[src/rtl/cbus_axi_bridge_if.sv]
// AXI3 32-bit bus bundle between the CPU bridge and the interconnect.
// Master drives address/write channels, slave drives read/response channels.
interface cbus_axi_bridge_if;
  logic [3:0]  arid;
  logic [31:0] araddr;
  logic [3:0]  arlen;
  logic [2:0]  arsize;
  logic [1:0]  arburst;
  logic [1:0]  arlock;
  logic [3:0]  arcache;
  logic [2:0]  arprot;
  logic        arvalid;
  logic        arready;

  logic [3:0]  rid;
  logic [31:0] rdata;
  logic [1:0]  rresp;
  logic        rlast;
  logic        rvalid;
  logic        rready;

  logic [3:0]  awid;
  logic [31:0] awaddr;
  logic [3:0]  awlen;
  logic [2:0]  awsize;
  logic [1:0]  awburst;
  logic [1:0]  awlock;
  logic [3:0]  awcache;
  logic [2:0]  awprot;
  logic        awvalid;
  logic        awready;

  logic [3:0]  wid;
  logic [31:0] wdata;
  logic [3:0]  wstrb;
  logic        wlast;
  logic        wvalid;
  logic        wready;

  logic [3:0]  bid;
  logic [1:0]  bresp;
  logic        bvalid;
  logic        bready;

  modport master (
    output arid, araddr, arlen, arsize, arburst,
    output arlock, arcache, arprot, arvalid,
    input  arready,
    input  rid, rdata, rresp, rlast, rvalid,
    output rready,
    output awid, awaddr, awlen, awsize, awburst,
    output awlock, awcache, awprot, awvalid,
    input  awready,
    output wid, wdata, wstrb, wlast, wvalid,
    input  wready,
    input  bid, bresp, bvalid,
    output bready
  );

  modport slave (
    input  arid, araddr, arlen, arsize, arburst,
    input  arlock, arcache, arprot, arvalid,
    output arready,
    output rid, rdata, rresp, rlast, rvalid,
    input  rready,
    input  awid, awaddr, awlen, awsize, awburst,
    input  awlock, awcache, awprot, awvalid,
    output awready,
    input  wid, wdata, wstrb, wlast, wvalid,
    output wready,
    output bid, bresp, bvalid,
    input  bready
  );
endinterface

[src/rtl/cbus_axi_bridge.sv]
// CPU bus to AXI3 master bridge, one outstanding INCR burst at a time.
// Write beats stream from the requester, advanced by each cresp_ready.
module cbus_axi_bridge #(
  parameter logic [3:0] AXI_ID = 4'b0000
) (
  input  logic        clk,
  input  logic        reset,
  input  logic        creq_valid,
  input  logic        creq_is_write,
  input  logic [31:0] creq_addr,
  input  logic [2:0]  creq_size,
  input  logic [3:0]  creq_len,
  input  logic [3:0]  creq_strobe,
  input  logic [31:0] creq_data,
  output logic        cresp_ready,
  output logic        cresp_last,
  output logic [31:0] cresp_data,
  cbus_axi_bridge_if.master axi
);

  typedef enum logic [2:0] {
    IDLE, AR, R, AW, W, B
  } state_t;

  state_t      state, state_d;
  logic [31:0] addr_q;
  logic [2:0]  size_q;
  logic [3:0]  len_q;
  logic [3:0]  beat_q;
  logic        accept;
  logic        w_hs;
  logic        w_final;
  logic        in_ar, in_aw, in_w;

  assign accept  = (state == IDLE) && creq_valid;
  assign w_hs    = (state == W) && axi.wready;
  assign w_final = (beat_q == len_q);
  assign in_ar   = (state == AR);
  assign in_aw   = (state == AW);
  assign in_w    = (state == W);

  always_ff @(posedge clk) begin
    if (reset) begin
      state  <= IDLE;
      addr_q <= '0;
      size_q <= '0;
      len_q  <= '0;
      beat_q <= '0;
    end else begin
      state <= state_d;
      if (accept) begin
        addr_q <= creq_addr;
        size_q <= creq_size;
        len_q  <= creq_len;
        beat_q <= '0;
      end else if (w_hs) begin
        beat_q <= beat_q + 4'd1;
      end
    end
  end

  // The final write beat is acknowledged by B, not by its W handshake.
  always_comb begin
    state_d     = state;
    cresp_ready = 1'b0;
    cresp_last  = 1'b0;
    cresp_data  = '0;
    unique case (state)
      IDLE: begin
        if (creq_valid) state_d = creq_is_write ? AW : AR;
      end
      AR: begin
        if (axi.arready) state_d = R;
      end
      R: begin
        if (axi.rvalid) begin
          cresp_ready = 1'b1;
          cresp_last  = axi.rlast;
          cresp_data  = axi.rdata;
          if (axi.rlast) state_d = IDLE;
        end
      end
      AW: begin
        if (axi.awready) state_d = W;
      end
      W: begin
        if (axi.wready) begin
          if (w_final) state_d = B;
          else cresp_ready = 1'b1;
        end
      end
      B: begin
        if (axi.bvalid) begin
          cresp_ready = 1'b1;
          cresp_last  = 1'b1;
          state_d     = IDLE;
        end
      end
      default: state_d = IDLE;
    endcase
  end

  assign axi.arvalid = in_ar;
  assign axi.awvalid = in_aw;
  assign axi.wvalid  = in_w;
  assign axi.rready  = (state == R);
  assign axi.bready  = (state == B);

  assign axi.arid    = AXI_ID;
  assign axi.araddr  = in_ar ? addr_q : '0;
  assign axi.arlen   = in_ar ? len_q : '0;
  assign axi.arsize  = in_ar ? size_q : '0;
  assign axi.arburst = 2'b01;
  assign axi.arlock  = 2'b00;
  assign axi.arcache = 4'b0000;
  assign axi.arprot  = 3'b000;

  assign axi.awid    = AXI_ID;
  assign axi.awaddr  = in_aw ? addr_q : '0;
  assign axi.awlen   = in_aw ? len_q : '0;
  assign axi.awsize  = in_aw ? size_q : '0;
  assign axi.awburst = 2'b01;
  assign axi.awlock  = 2'b00;
  assign axi.awcache = 4'b0000;
  assign axi.awprot  = 3'b000;

  assign axi.wid   = AXI_ID;
  assign axi.wdata = in_w ? creq_data : '0;
  assign axi.wstrb = in_w ? creq_strobe : '0;
  assign axi.wlast = in_w && w_final;

  // Response status and IDs are not reported back to the CPU.
  logic unused_axi;
  assign unused_axi = ^{axi.rid, axi.rresp, axi.bid, axi.bresp};

endmodule

[src/flat_wrapper.sv]
// flat-port wrapper written by rule: the top's interface ports become plain ports
module cbus_axi_bridge_flat 
#(
  parameter logic [3:0] AXI_ID = 4'b0000
)
  (clk, reset, creq_valid, creq_is_write, creq_addr, creq_size, creq_len, creq_strobe, creq_data, cresp_ready, cresp_last, cresp_data, axi_arid, axi_araddr, axi_arlen, axi_arsize, axi_arburst, axi_arlock, axi_arcache, axi_arprot, axi_arvalid, axi_arready, axi_rid, axi_rdata, axi_rresp, axi_rlast, axi_rvalid, axi_rready, axi_awid, axi_awaddr, axi_awlen, axi_awsize, axi_awburst, axi_awlock, axi_awcache, axi_awprot, axi_awvalid, axi_awready, axi_wid, axi_wdata, axi_wstrb, axi_wlast, axi_wvalid, axi_wready, axi_bid, axi_bresp, axi_bvalid, axi_bready);
  cbus_axi_bridge_if axi_i ();
  input  logic clk;
  input  logic reset;
  input  logic creq_valid;
  input  logic creq_is_write;
  input  logic [31:0] creq_addr;
  input  logic [2:0] creq_size;
  input  logic [3:0] creq_len;
  input  logic [3:0] creq_strobe;
  input  logic [31:0] creq_data;
  output logic cresp_ready;
  output logic cresp_last;
  output logic [31:0] cresp_data;
  output wire logic [$bits(axi_i.arid)-1:0] axi_arid;
  output wire logic [$bits(axi_i.araddr)-1:0] axi_araddr;
  output wire logic [$bits(axi_i.arlen)-1:0] axi_arlen;
  output wire logic [$bits(axi_i.arsize)-1:0] axi_arsize;
  output wire logic [$bits(axi_i.arburst)-1:0] axi_arburst;
  output wire logic [$bits(axi_i.arlock)-1:0] axi_arlock;
  output wire logic [$bits(axi_i.arcache)-1:0] axi_arcache;
  output wire logic [$bits(axi_i.arprot)-1:0] axi_arprot;
  output wire logic [$bits(axi_i.arvalid)-1:0] axi_arvalid;
  input wire logic [$bits(axi_i.arready)-1:0] axi_arready;
  input wire logic [$bits(axi_i.rid)-1:0] axi_rid;
  input wire logic [$bits(axi_i.rdata)-1:0] axi_rdata;
  input wire logic [$bits(axi_i.rresp)-1:0] axi_rresp;
  input wire logic [$bits(axi_i.rlast)-1:0] axi_rlast;
  input wire logic [$bits(axi_i.rvalid)-1:0] axi_rvalid;
  output wire logic [$bits(axi_i.rready)-1:0] axi_rready;
  output wire logic [$bits(axi_i.awid)-1:0] axi_awid;
  output wire logic [$bits(axi_i.awaddr)-1:0] axi_awaddr;
  output wire logic [$bits(axi_i.awlen)-1:0] axi_awlen;
  output wire logic [$bits(axi_i.awsize)-1:0] axi_awsize;
  output wire logic [$bits(axi_i.awburst)-1:0] axi_awburst;
  output wire logic [$bits(axi_i.awlock)-1:0] axi_awlock;
  output wire logic [$bits(axi_i.awcache)-1:0] axi_awcache;
  output wire logic [$bits(axi_i.awprot)-1:0] axi_awprot;
  output wire logic [$bits(axi_i.awvalid)-1:0] axi_awvalid;
  input wire logic [$bits(axi_i.awready)-1:0] axi_awready;
  output wire logic [$bits(axi_i.wid)-1:0] axi_wid;
  output wire logic [$bits(axi_i.wdata)-1:0] axi_wdata;
  output wire logic [$bits(axi_i.wstrb)-1:0] axi_wstrb;
  output wire logic [$bits(axi_i.wlast)-1:0] axi_wlast;
  output wire logic [$bits(axi_i.wvalid)-1:0] axi_wvalid;
  input wire logic [$bits(axi_i.wready)-1:0] axi_wready;
  input wire logic [$bits(axi_i.bid)-1:0] axi_bid;
  input wire logic [$bits(axi_i.bresp)-1:0] axi_bresp;
  input wire logic [$bits(axi_i.bvalid)-1:0] axi_bvalid;
  output wire logic [$bits(axi_i.bready)-1:0] axi_bready;
  assign axi_arid = axi_i.arid;
  assign axi_araddr = axi_i.araddr;
  assign axi_arlen = axi_i.arlen;
  assign axi_arsize = axi_i.arsize;
  assign axi_arburst = axi_i.arburst;
  assign axi_arlock = axi_i.arlock;
  assign axi_arcache = axi_i.arcache;
  assign axi_arprot = axi_i.arprot;
  assign axi_arvalid = axi_i.arvalid;
  assign axi_i.arready = axi_arready;
  assign axi_i.rid = axi_rid;
  assign axi_i.rdata = axi_rdata;
  assign axi_i.rresp = axi_rresp;
  assign axi_i.rlast = axi_rlast;
  assign axi_i.rvalid = axi_rvalid;
  assign axi_rready = axi_i.rready;
  assign axi_awid = axi_i.awid;
  assign axi_awaddr = axi_i.awaddr;
  assign axi_awlen = axi_i.awlen;
  assign axi_awsize = axi_i.awsize;
  assign axi_awburst = axi_i.awburst;
  assign axi_awlock = axi_i.awlock;
  assign axi_awcache = axi_i.awcache;
  assign axi_awprot = axi_i.awprot;
  assign axi_awvalid = axi_i.awvalid;
  assign axi_i.awready = axi_awready;
  assign axi_wid = axi_i.wid;
  assign axi_wdata = axi_i.wdata;
  assign axi_wstrb = axi_i.wstrb;
  assign axi_wlast = axi_i.wlast;
  assign axi_wvalid = axi_i.wvalid;
  assign axi_i.wready = axi_wready;
  assign axi_i.bid = axi_bid;
  assign axi_i.bresp = axi_bresp;
  assign axi_i.bvalid = axi_bvalid;
  assign axi_bready = axi_i.bready;
  cbus_axi_bridge #(.AXI_ID(AXI_ID)) u_core (.clk(clk), .reset(reset), .creq_valid(creq_valid), .creq_is_write(creq_is_write), .creq_addr(creq_addr), .creq_size(creq_size), .creq_len(creq_len), .creq_strobe(creq_strobe), .creq_data(creq_data), .cresp_ready(cresp_ready), .cresp_last(cresp_last), .cresp_data(cresp_data), .axi(axi_i));
endmodule
[config.mk]
export PLATFORM = sky130hd
export DESIGN_NAME = cbus_axi_bridge_flat
export DESIGN_NICKNAME = d
export VERILOG_FILES = /design/src/rtl/cbus_axi_bridge_if.sv /design/src/rtl/cbus_axi_bridge.sv /design/src/flat_wrapper.sv
export SDC_FILE = /design/constraint.sdc
export NUM_CORES = 1
export LEC_CHECK = 0
export ABC_AREA = 1
export BUFFER_PORTS_ARGS = -buffer_cell sky130_fd_sc_hd__buf_2
export CAP_MARGIN = 40
export CORE_AREA = 4 4 120 122
export CTS_CLUSTER_DIAMETER = 150
export DETAILED_ROUTE_END_ITERATION = 8
export DIE_AREA = 0 0 124 126
export PLACE_DENSITY_LB_ADDON = 0.25
export SYNTH_ARGS = -nofsm -noshare
export SYNTH_HDL_FRONTEND = slang
export SYNTH_SLANG_ARGS = --single-unit
[constraint.sdc]
create_clock -name clk -period 1.3 [get_ports clk]
set_input_delay 0.13 -clock clk [delete_from_list [all_inputs] [get_ports clk]]
set_output_delay 0.13 -clock clk [all_outputs]
set_load 0.02 [all_outputs]
# Word-level counts from Yosys, hierarchy flattened
# Index checks and enable logic that the tools add are counted.
dict set report op_classes {
  add_sub_neg 1
  n_eq_ne 14
  mux 27
  n_reduce_logical 6
}
# operator count
set ops {}
lappend ops {{$mux W32} 5}
lappend ops {{$mux W3} 10}
lappend ops {{$pmux W3 S6} 1}
lappend ops {{$ne A2 B2 Y1 const B} 7}
lappend ops {{$mux W4} 3}
lappend ops {{$reduce_and A8 Y1} 1}
lappend ops {{$eq A3 B2 Y1 const B} 2}
lappend ops {{$eq A3 B3 Y1 const B} 2}
lappend ops {{$mux W1} 5}
lappend ops {{$add A4 B1 Y4 const B} 1}
lappend ops {{$eq A4 B4 Y1} 1}
lappend ops {{$eq A3 B1 Y1 const B} 1}
lappend ops {{$logic_and A1 B1 Y1} 3}
lappend ops {{$logic_not A3 Y1} 1}
lappend ops {{$pmux W1 S3} 1}
lappend ops {{$mux W2} 1}
lappend ops {{$ne A2 B1 Y1 const B} 1}
lappend ops {{$pmux W1 S2} 1}
lappend ops {{$reduce_or A2 Y1} 1}
dict set report word_totals {
  reg_bits 46
  inputBits 129
  out_inout_bits 188
}

# Longest topological paths before layout
# Gate-level depths: netlist of the first run.
dict set report depth {
  depth_word 4
  mapped_depth 9
}

# Least setup slack after synthesis of the first run
# OpenSTA, ideal clock, no wires.
dict set report synth_timing {
  path_type {register to output}
  start {register u_core.state[1]}
  end {output cresp_data[10]}
  arrival_ps 1423
  required_time_ps 1170
  slack_ps -253
  path_stages_with_launch 6
  path_cell_list {dfxtp_1 -> inv_1 -> nor3_4 -> nand2_1 -> buf_2 -> nor2_1}
}
dict set report synth_via {
  elab_chain_len 2
}
# element line_no
set synth_lines {}
lappend synth_lines {{start, declared} cbus_axi_bridge.sv:25} ;# state_t state, state_d;
lappend synth_lines {{start signal, assigned} cbus_axi_bridge.sv:50} ;# state <= state_d;
lappend synth_lines {{$eq A3 B2 Y1} --}
lappend synth_lines {{via axi_rready} flat_wrapper.sv:35} ;# output wire logic [$bits(axi_i.rready)-1:0] axi_rready;
lappend synth_lines {{$mux W32} cbus_axi_bridge.sv:68} ;# unique case (state)
lappend synth_lines {{end, declared} flat_wrapper.sv:19} ;# output logic [31:0] cresp_data;
# The timed path passes the listed nets, and every way through them passes these cells.

# Worst setup path after layout of the first run
dict set report layout_timing {
  start {register u_core.state[1]}
  end {output axi_awaddr[27]}
}
dict set report layout_via {
  elab_chain_len 2
}
# element line_no
set layout_lines {}
lappend layout_lines {{$eq A3 B2 Y1} cbus_axi_bridge.sv:39} ;# assign in_aw = (state == AW);
lappend layout_lines {{$mux W32} cbus_axi_bridge.sv:119} ;# assign axi.awaddr = in_aw ? addr_q : '0;
lappend layout_lines {{end, declared} flat_wrapper.sv:37} ;# output wire logic [$bits(axi_i.awaddr)-1:0] axi_awaddr;
# Every way passes these cells.

==> results of run 1 <==
synthesized netlist by cell type:
cell type / count / share of area [%]
nor2_4: 12 / 4.2
nand3_2: 2 / 0.62
inv_4: 1 / 0.19
nand3_1: 11 / 1.7
nor2_8: 1 / 0.62
dfxtp_1: 46 / 29
nor3_4: 1 / 0.51
xor2_1: 1 / 0.27
nand2_1: 25 / 2.9
o21ai_0: 43 / 6.7
buf_4: 37 / 8.6
nand3b_1: 2 / 0.47
clkbuf_1: 5 / 0.58
nand2_2: 1 / 0.19
o21ai_2: 1 / 0.27
conb_1: 2 / 0.23
nor2_2: 12 / 2.3
nor2_1: 136 / 16
inv_2: 2 / 0.23
inv_1: 118 / 14
ha_1: 1 / 0.39
buf_2: 17 / 2.6
buf_6: 2 / 0.70
buf_8: 1 / 0.47
a21oi_1: 44 / 6.8
routing by layer:
layer,vias to the layer above,global-route usage [%],share of wire [%]
li1,2076,-,-
met1,1896,17.3,34
met2,201,29.3,51
met3,23,7.35,13
met4,10,3.93,1.5
met5,-,0,0.37
registers in the layout, summed over array words and instances, names as in the netlist:
signal and count:
u_core.state 3, u_core.addr_q 32, u_core.size_q 3, u_core.len_q 4, u_core.beat_q 4
layout make-up:
cell class | count | area, um2
clock buffers | 7 | 154
repair buffers | 324 | 2940
inverters | 121 | 479
well taps | 176 | 220
clock inverters | 1 | 7.51
flip-flops and latches | 46 | 938
multi-input cells | 328 | 2330
fillers | 1235 | 6130
critical path, cell delays in order (launching register included):
cell,delay (ns)
dfxtp_4,0.39
buf_4,0.13
nand2_4,0.05
nor2_4,0.14
inv_4,0.08
buf_12,0.17
nor2_2,0.12
buf_6,0.13
final timing paths:
| kind | from | end | slack [ns] | cells past startpoint |
|---|---|---|---|---|
| worst max-delay path | u_core.state[1]$_SDFFE_PP0P_ | axi_awaddr[27] | -0.34 | 7 |
| worst max register to register | u_core.state[1]$_SDFFE_PP0P_ | u_core.beat_q[3]$_SDFFE_PP0P_ | -0.25 | 11 |
| worst min register to register | u_core.beat_q[3]$_SDFFE_PP0P_ | u_core.beat_q[3]$_SDFFE_PP0P_ | 0.45 | 1 |
| worst min-delay path | creq_addr[27] | u_core.addr_q[27]$_SDFFE_PP0P_ | 0.10 | 3 |
power by group:
part | leakage (uW) | switching (uW) | total [uW] | internal, uW
Clock | 0.0000753 | 540 | 1370 | 830
Sequential | 0.000383 | 215 | 2070 | 1850
Combinational | 0.00296 | 4680 | 8370 | 3690
Total | 0.00342 | 5430 | 11800 | 6380
metrics by stage:
stage          TNS, ns  setup slack (ns)  utilization (%)  power (uW)
4_1_cts         -43.10            -0.330             48.1       10400
3_5_place_dp     -8.04            -0.109             39.7        7460
5_1_grt         -59.42            -0.419             53.6       12500
3_3_place_gp     -7.84            -0.107             39.7        7450
2_1_floorplan    -8.11           -0.0995                -        5940
6_report        -45.66            -0.343             53.6       11800
cell families after synthesis:
group                    Yosys count  synth area share, %
other                              2                0.233
adder cells (fa/ha/maj)            1                0.389
AND/OR/NAND/NOR                  203                 29.4
AO/OA/AOI/OAI                     88                 13.8
flip-flops                        46                 28.6
XOR/XNOR                           1                0.272
buffers and inverters            183                 27.2
what timing repair did:
item / 4_1_cts / 5_1_grt
pin swaps: 6 / 15
setup endpoints to repair: 158 / 196
gates resized for setup: 251 / 156
endpoints found under the hold margin: 0 / 0
cloned: 4 / 10
buffers inserted: 10 / 9
==> impl_metrics.json, run 1 <==
{
  "drive_gt1_share_pct": 61.4,
  "syn_avg_cell_area_um2": 6.14,
  "post_synth_num_cell_types": 25,
  "rsz0062_at_grt": "true",
  "syn_inst": 524,
  "clock-sinks": 46,
  "post-route-drc-count": 0,
  "fin_worst_skew_ns": 0.00467,
  "final_cells": 1003,
  "violations": "setup timing",
  "clockRootBuffer": "clkbuf_16",
  "clk_pin_slew_ns": 0.07,
  "rows": 42,
  "wl_per_cell_um": 15.3,
  "hold_path_class": "in2reg",
  "dpl.hpwl_um": 10500,
  "worst_slack_ns": -0.343,
  "path_max_fanout": 15,
  "num_io_pins": 317,
  "period_minus_slack_ns": 1.64,
  "die_h_um": 126,
  "worst_setup_path_start_kind": "register",
  "die_area_um2": 15600,
  "crit_type": "reg2out",
  "maxSlewViolCount": 0,
  "holdWs_ns": 0.101,
  "p_leak_uw": 0.00342,
  "via_count": 4206,
  "ir_worst_vdd_uv": 1040,
  "grt_max_degree": 43,
  "cts_tree": "built",
  "setup_viol": 195,
  "first_global_vias": 3867,
  "overflow": 0,
  "gp_congestion": 0.778,
  "routed_wl_um": 15400,
  "critPathCaptureType": "output port",
  "nets": 956,
  "netlist_area_um2": 3220,
  "placed_cell_area_um2": 5240,
  "synth-seq-cells": 46,
  "antenna_left": 0,
  "htreeDepth": 2,
  "grt_pass1_wl_um": 20100,
  "drt_iter0_markers": 81,
  "final_cell_mix": "buf_6, buf_2, inv_1",
  "arrival_ns": 1.51,
  "clk_latency_ns": 0.29,
  "syn2layout_area_growth_pct": 120,
  "antenna_found_initial": 6,
  "dp_cells": 965,
  "cts_buffers": 5,
  "min_period_over_period_pct": 126,
  "drt-pass1-iter-count": 4,
  "drv_cap": 0,
  "clock_path_buffers": 2,
  "max_freq_mhz": 609,
  "cp.required_ns": 1.17,
  "die_x_um": 124,
  "grt_usage_pct": 16.3,
  "antenna_cells": 0,
  "final_common_cell": "buf_6",
  "initial_utilization_pct": 24.4,
  "hold_viol_final": 0,
  "cts_hold_buffers": 0,
  "ys_seq_area_share_pct": 28.6,
  "core_um2": 13200,
  "power_density_nw_per_um2": 1670,
  "io_buffers": 270,
  "ys.warnings.count": 0,
  "fin_area_um2": 7060,
  "status": "complete, but fails checks",
  "vias_per_cell": 4.19
}
Power figures use the tool's default switching activity.
==> inputs of run 2 (changes only) <==
--- a/config.mk
+++ b/config.mk
@@ -12,7 +12,7 @@
 export CTS_CLUSTER_DIAMETER = 150
 export DETAILED_ROUTE_END_ITERATION = 8
 export DIE_AREA = 0 0 124 126
-export PLACE_DENSITY_LB_ADDON = 0.25
+export PLACE_DENSITY_LB_ADDON = 0.08
 export SYNTH_ARGS = -nofsm -noshare
 export SYNTH_HDL_FRONTEND = slang
 export SYNTH_SLANG_ARGS = --single-unit
==> run 2 against run 1 <==
The flow still finishes with violations (setup timing); register-to-register slack got worse by 0.07 ns; sequential cell count stayed put; final area decreased by 5.7%; sequential power about the same; clock skew grew 0.0035 ns; die area is the same; global-route usage increased by 0.44 points; critical path type unchanged.
==> impl_metrics.json, run 2 (synthesized netlist as in run 1, its figures left out) <==
{
  "status": "complete, but fails checks",
  "violations": "setup timing",
  "grt_max_degree": 31,
  "fin_util_pct": 50.5,
  "max_freq_mhz": 599,
  "antenna_left": 0,
  "multi_input_area_um2": 2260,
  "overflow": 0,
  "num_io_pins": 317,
  "top_register": "u_core.addr_q",
  "maxSlewViolCount": 0,
  "cts_buffers": 5,
  "gp_congestion": 0.726,
  "crit_top_cell": "nor2_4",
  "reg_top3": "u_core.addr_q x32, u_core.beat_q x4, u_core.len_q x4",
  "clk_pin_slew_ns": 0.06,
  "ir_worst_vdd_uv": 946,
  "fin_worst_skew_ns": 0.00817,
  "crit_type": "reg2out",
  "clock_path_buffers": 2,
  "final_cell_mix": "buf_2, inv_1, nor2_4",
  "htreeDepth": 2,
  "fill_cells": 1290,
  "clk_latency_ns": 0.29,
  "drive_gt1_share_pct": 57.5,
  "nets": 947,
  "hold_path_end": "u_core.addr_q[17]$_SDFFE_PP0P_",
  "cts_hold_buffers": 0,
  "die_h_um": 126,
  "p_leak_uw": 0.00334,
  "final_cells": 994,
  "final_common_cell": "buf_2",
  "via_count": 4054,
  "drt_iter0_markers": 98,
  "core_um2": 13200,
  "drv_cap": 0,
  "crit_chain": "nor2_4 > inv_2 > nor2_8 > inv_8 > buf_8 > buf_12 > nor2_4 > buf_6",
  "grt_pass1_wl_um": 20700,
  "post-route-drc-count": 0,
  "critPathTopFamily": "buffers and inverters",
  "die_x_um": 124,
  "regToRegSetupSlack_ns": -0.32,
  "hold_start": "creq_addr[17]",
  "power_density_nw_per_um2": 1650,
  "clock-sinks": 46,
  "min_period_over_period_pct": 128,
  "first_global_vias": 3986,
  "grt_usage_pct": 16.8,
  "rows": 42,
  "reg2reg_to": "u_core.state[0]$_SDFFE_PP0P_",
  "rsz0062_at_grt": "true",
  "path_buf_inv": 5,
  "vias_per_cell": 4.08,
  "rr_worst_depth": 11,
  "hold_depth": 3,
  "top_layer": "met4",
  "period_minus_slack_ns": 1.67,
  "die_area_um2": 15600,
  "worst_path_largest_cell_delay_ns": 0.36,
  "drt-pass1-iter-count": 4,
  "antenna_cells": 0,
  "dp_cells": 964,
  "critPathCaptureType": "output port",
  "clockRootBuffer": "clkbuf_16",
  "path_max_fanout": 6,
  "io_buffers": 270,
  "slowest_stage": "dfxtp_4",
  "largest_reg_flops": 32,
  "wl_per_cell_um": 14.0,
  "hold_path_class": "in2reg",
  "tns_ns": -42.27,
  "setup_viol": 180,
  "worst_setup_path_start_kind": "register",
  "routed_wl_um": 13900,
  "antenna_found_initial": 0,
  "worst_slack_ns": -0.369,
  "dr_wl_met2_um": 7430,
  "hold_viol_final": 0,
  "seqCellArea_um2": 932,
  "r2r-start": "u_core.state[2]$_SDFFE_PP0P_",
  "arrival_ns": 1.54,
  "dpl.hpwl_um": 10000,
  "cp.required_ns": 1.17,
  "cts_tree": "built",
  "syn2layout_area_growth_pct": 107,
  "wl_met1_um": 4890,
  "wl_met3_um": 1320,
  "initial_utilization_pct": 24.4
}
-- run 2: changes by cell type in the layout (fill, tap and decap cells not counted), moves of 10 or more --
cell	delta
a21oi_1	-10
buf_2	+59
buf_4	-34
buf_6	-33
nor2_1	+23
nor2_2	-28
a21oi_2	+10
-- run 2: per-layer routing --
layer / track usage (%) / vias to the layer above
li1: - / 2064
met1: 18.0 / 1798
met2: 31.8 / 175
met3: 4.26 / 17
met4: 4.57 / 0
met5: 0 / -
-- run 2: worst max path at each step --
stage	startpoint	endpoint	slack, ns	cells after the start
2_1_floorplan	u_core.state[0]$_SDFFE_PP0P_	axi_wdata[21]	-0.1	8
3_3_place_gp	u_core.state[1]$_SDFFE_PP0P_	u_core.addr_q[19]$_SDFFE_PP0P_	-0.08	6
3_5_place_dp	u_core.state[0]$_SDFFE_PP0P_	cresp_data[9]	-0.10	6
4_1_cts	u_core.state[1]$_SDFFE_PP0P_	cresp_data[30]	-0.38	6
5_1_grt	u_core.state[1]$_SDFFE_PP0P_	cresp_data[0]	-0.46	6
6_report	u_core.state[1]$_SDFFE_PP0P_	axi_wdata[8]	-0.37	8
-- run 2: power breakdown --
group / switching [uW] / total (uW) / internal, uW
logic: 4300 / 7500 / 3200
registers: 199 / 2040 / 1840
clock network: 539 / 1450 / 909
-- run 2: worst reg2reg max path, delay by kind of cell, from the launching register on --
| family | cells | cell delay, ns |
|---|---|---|
| DFF | 1 | 0.43 |
| buffers and inverters | 4 | 0.50 |
| and+or+nand+nor | 7 | 0.58 |
-- run 2: area by class of cell --
class	instances	area share [%]
repair buffers	315	39.3
multi-input cells	328	33.9
flip-flops and latches	46	14.0
inverters	121	7.01
well taps	176	3.31
clock buffers	6	1.94
clock inverters	2	0.545
-- run 2: repair_timing --
| action | CTS | global route |
|---|---|---|
| gates resized for setup | 266 | 21 |
| gates cloned | 11 | 1 |
| endpoints found under the hold margin | 0 | 0 |
| pin swaps | 3 | 0 |
| endpoints found under the setup margin | 196 | 197 |
| buffers inserted | 11 | 0 |
-- run 2: metrics by stage --
stage                     power (uW)  setup slack [ns]  area (um2)  hold WS (ns)
after detailed placement        7470            -0.102        5250         0.414
after CTS                      11000            -0.375        6580        0.0932
after global placement          7410           -0.0839        5250         0.407
after floorplan                 5940           -0.0995        3860         0.321
final                          11000            -0.369        6660         0.101
after global routing           11700            -0.455        6660         0.117
==> inputs of run 3 (changes only) <==
--- a/config.mk
+++ b/config.mk
@@ -13,6 +13,7 @@
 export DETAILED_ROUTE_END_ITERATION = 8
 export DIE_AREA = 0 0 124 126
 export PLACE_DENSITY_LB_ADDON = 0.08
+export SKIP_LAST_GASP = 1
 export SYNTH_ARGS = -nofsm -noshare
 export SYNTH_HDL_FRONTEND = slang
 export SYNTH_SLANG_ARGS = --single-unit
==> run 3 against run 2 <==
The run still ends with setup timing left; largest cell class unchanged; critical path type unchanged; largest power group unchanged; clock power about the same; cell count increased by 0.10%; combinational power is 0.5% lower; final area decreased by 0.71%; maximum frequency up 0.10%; worst setup slack better by 0.0017 ns; die area stayed put; wire length shrank 0.74%; sequential share of layout area up 0.082 points.
==> impl_metrics.json, run 3 (synthesized netlist as in run 1, its figures left out) <==
{
  "drive_gt1_share_pct": 56.9,
  "rows": 42,
  "grt_max_degree": 31,
  "drt-pass1-iter-count": 4,
  "reg2reg_to": "u_core.state[0]$_SDFFE_PP0P_",
  "num_io_pins": 317,
  "fin_worst_skew_ns": 0.00795,
  "wl_met3_um": 1320,
  "drt_iter0_markers": 96,
  "die_x_um": 124,
  "hold_start": "creq_addr[17]",
  "fin_area_um2": 6610,
  "period_minus_slack_ns": 1.67,
  "die_h_um": 126,
  "dr_wl_met2_um": 7410,
  "gp_congestion": 0.726,
  "final_cell_mix": "buf_2, inv_1, nor2_4",
  "drv_cap": 0,
  "hold_path_class": "in2reg",
  "antenna_left": 0,
  "routed_wl_um": 13800,
  "hold_viol_final": 0,
  "top_layer": "met4",
  "top_register": "u_core.addr_q",
  "placed_cell_area_um2": 5250,
  "arrival_ns": 1.54,
  "wl_per_cell_um": 13.8,
  "reg_top3": "u_core.addr_q x32, u_core.beat_q x4, u_core.len_q x4",
  "hold_depth": 3,
  "initial_utilization_pct": 24.4,
  "hold_path_end": "u_core.addr_q[17]$_SDFFE_PP0P_",
  "cts_tree": "built",
  "io_buffers": 270,
  "min_period_over_period_pct": 128,
  "holdWs_ns": 0.0998,
  "setup_viol": 180,
  "first_global_vias": 3940,
  "violations": "setup timing",
  "post-route-drc-count": 0,
  "core_um2": 13200,
  "nets": 948,
  "maxSlewViolCount": 0,
  "fill_cells": 1300,
  "cts_hold_buffers": 0,
  "clockRootBuffer": "clkbuf_16",
  "final_common_cell": "buf_2",
  "crit_type": "reg2out",
  "path_max_fanout": 6,
  "worst_slack_ns": -0.367,
  "vias_per_cell": 4.07,
  "htreeDepth": 2,
  "grt_pass1_wl_um": 20500,
  "power_density_nw_per_um2": 1660,
  "worst_setup_path_start_kind": "register",
  "cts_buffers": 5,
  "regToRegSetupSlack_ns": -0.32,
  "total_power_uw": 10900,
  "clk_latency_ns": 0.29,
  "cp.required_ns": 1.17,
  "ir_worst_vdd_uv": 942,
  "antenna_cells": 0,
  "dpl.hpwl_um": 10000,
  "largest_reg_flops": 32,
  "rr_worst_depth": 11,
  "r2r-start": "u_core.state[2]$_SDFFE_PP0P_",
  "via_count": 4049,
  "die_area_um2": 15600,
  "status": "complete, but fails checks",
  "wl_met1_um": 4880,
  "rsz0062_at_grt": "true",
  "overflow": 0,
  "clock-sinks": 46,
  "p_leak_uw": 0.00334,
  "clock_path_buffers": 2,
  "max_freq_mhz": 600,
  "grt_usage_pct": 16.6,
  "clk_pin_slew_ns": 0.06,
  "antenna_found_initial": 0,
  "critPathCaptureType": "output port",
  "syn2layout_area_growth_pct": 106
}
==> run 3: power breakdown <==
group | leakage, uW | internal [uW] | switching, uW
sequential | 0.000381 | 1850 | 197
clock | 0.0000814 | 909 | 536
combinational | 0.00287 | 3190 | 4270
total | 0.00334 | 5940 | 5000
==> run 3: repair_timing <==
item	in CTS	in global routing
pin swaps	3	0
resized for setup	247	21
setup buffers	11	1
gates cloned	11	1
setup endpoints to repair	196	197
==> run 3: layer usage <==
layer	global-route usage [%]	vias up
li1	-	2070
met1	17.9	1795
met2	31.9	171
met3	4.22	13
met4	3.80	0
met5	0	-
==> run 3: area by class of cell <==
cell class	instances	area [um2]	area share [%]
Clock inverter	2	36.3	0.549
Timing Repair Buffer	316	2590	39.2
Inverter	121	467	7.06
Clock buffer	6	129	1.95
Sequential cell	46	931	14.1
Tap cell	176	220	3.33
Multi-Input combinational cell	328	2240	33.9
==> run 3: worst max path at each step <==
stage                     depth (start not counted)  slack [ns]                          from                              to
final                                             8       -0.37  u_core.state[1]$_SDFFE_PP0P_                    axi_wdata[8]
after global routing                              6       -0.46  u_core.state[1]$_SDFFE_PP0P_                   cresp_data[0]
after CTS                                         6       -0.38  u_core.state[1]$_SDFFE_PP0P_                  cresp_data[30]
after detailed placement                          6       -0.10  u_core.state[0]$_SDFFE_PP0P_                   cresp_data[9]
after global placement                            6       -0.08  u_core.state[1]$_SDFFE_PP0P_  u_core.addr_q[19]$_SDFFE_PP0P_
after floorplan                                   8        -0.1  u_core.state[0]$_SDFFE_PP0P_                   axi_wdata[21]
==> run 3: stage by stage <==
stage	util [%]	std cells	worst slack, ns	TNS, ns
after floorplan	-	556	-0.0995	-8.11
after global placement	39.8	964	-0.0839	-3.71
after CTS	49.3	993	-0.375	-45.97
final	50.1	995	-0.367	-42.33
after global routing	50.1	995	-0.455	-59.89
after detailed placement	39.8	964	-0.102	-5.74
==> run 3: worst max-delay path: stages, from the launching register on <==
cell	delay (ns)
dfxtp_4	0.36
nor2_4	0.11
inv_2	0.07
nor2_8	0.15
inv_8	0.08
buf_8	0.14
buf_12	0.14
nor2_4	0.08
buf_6	0.12
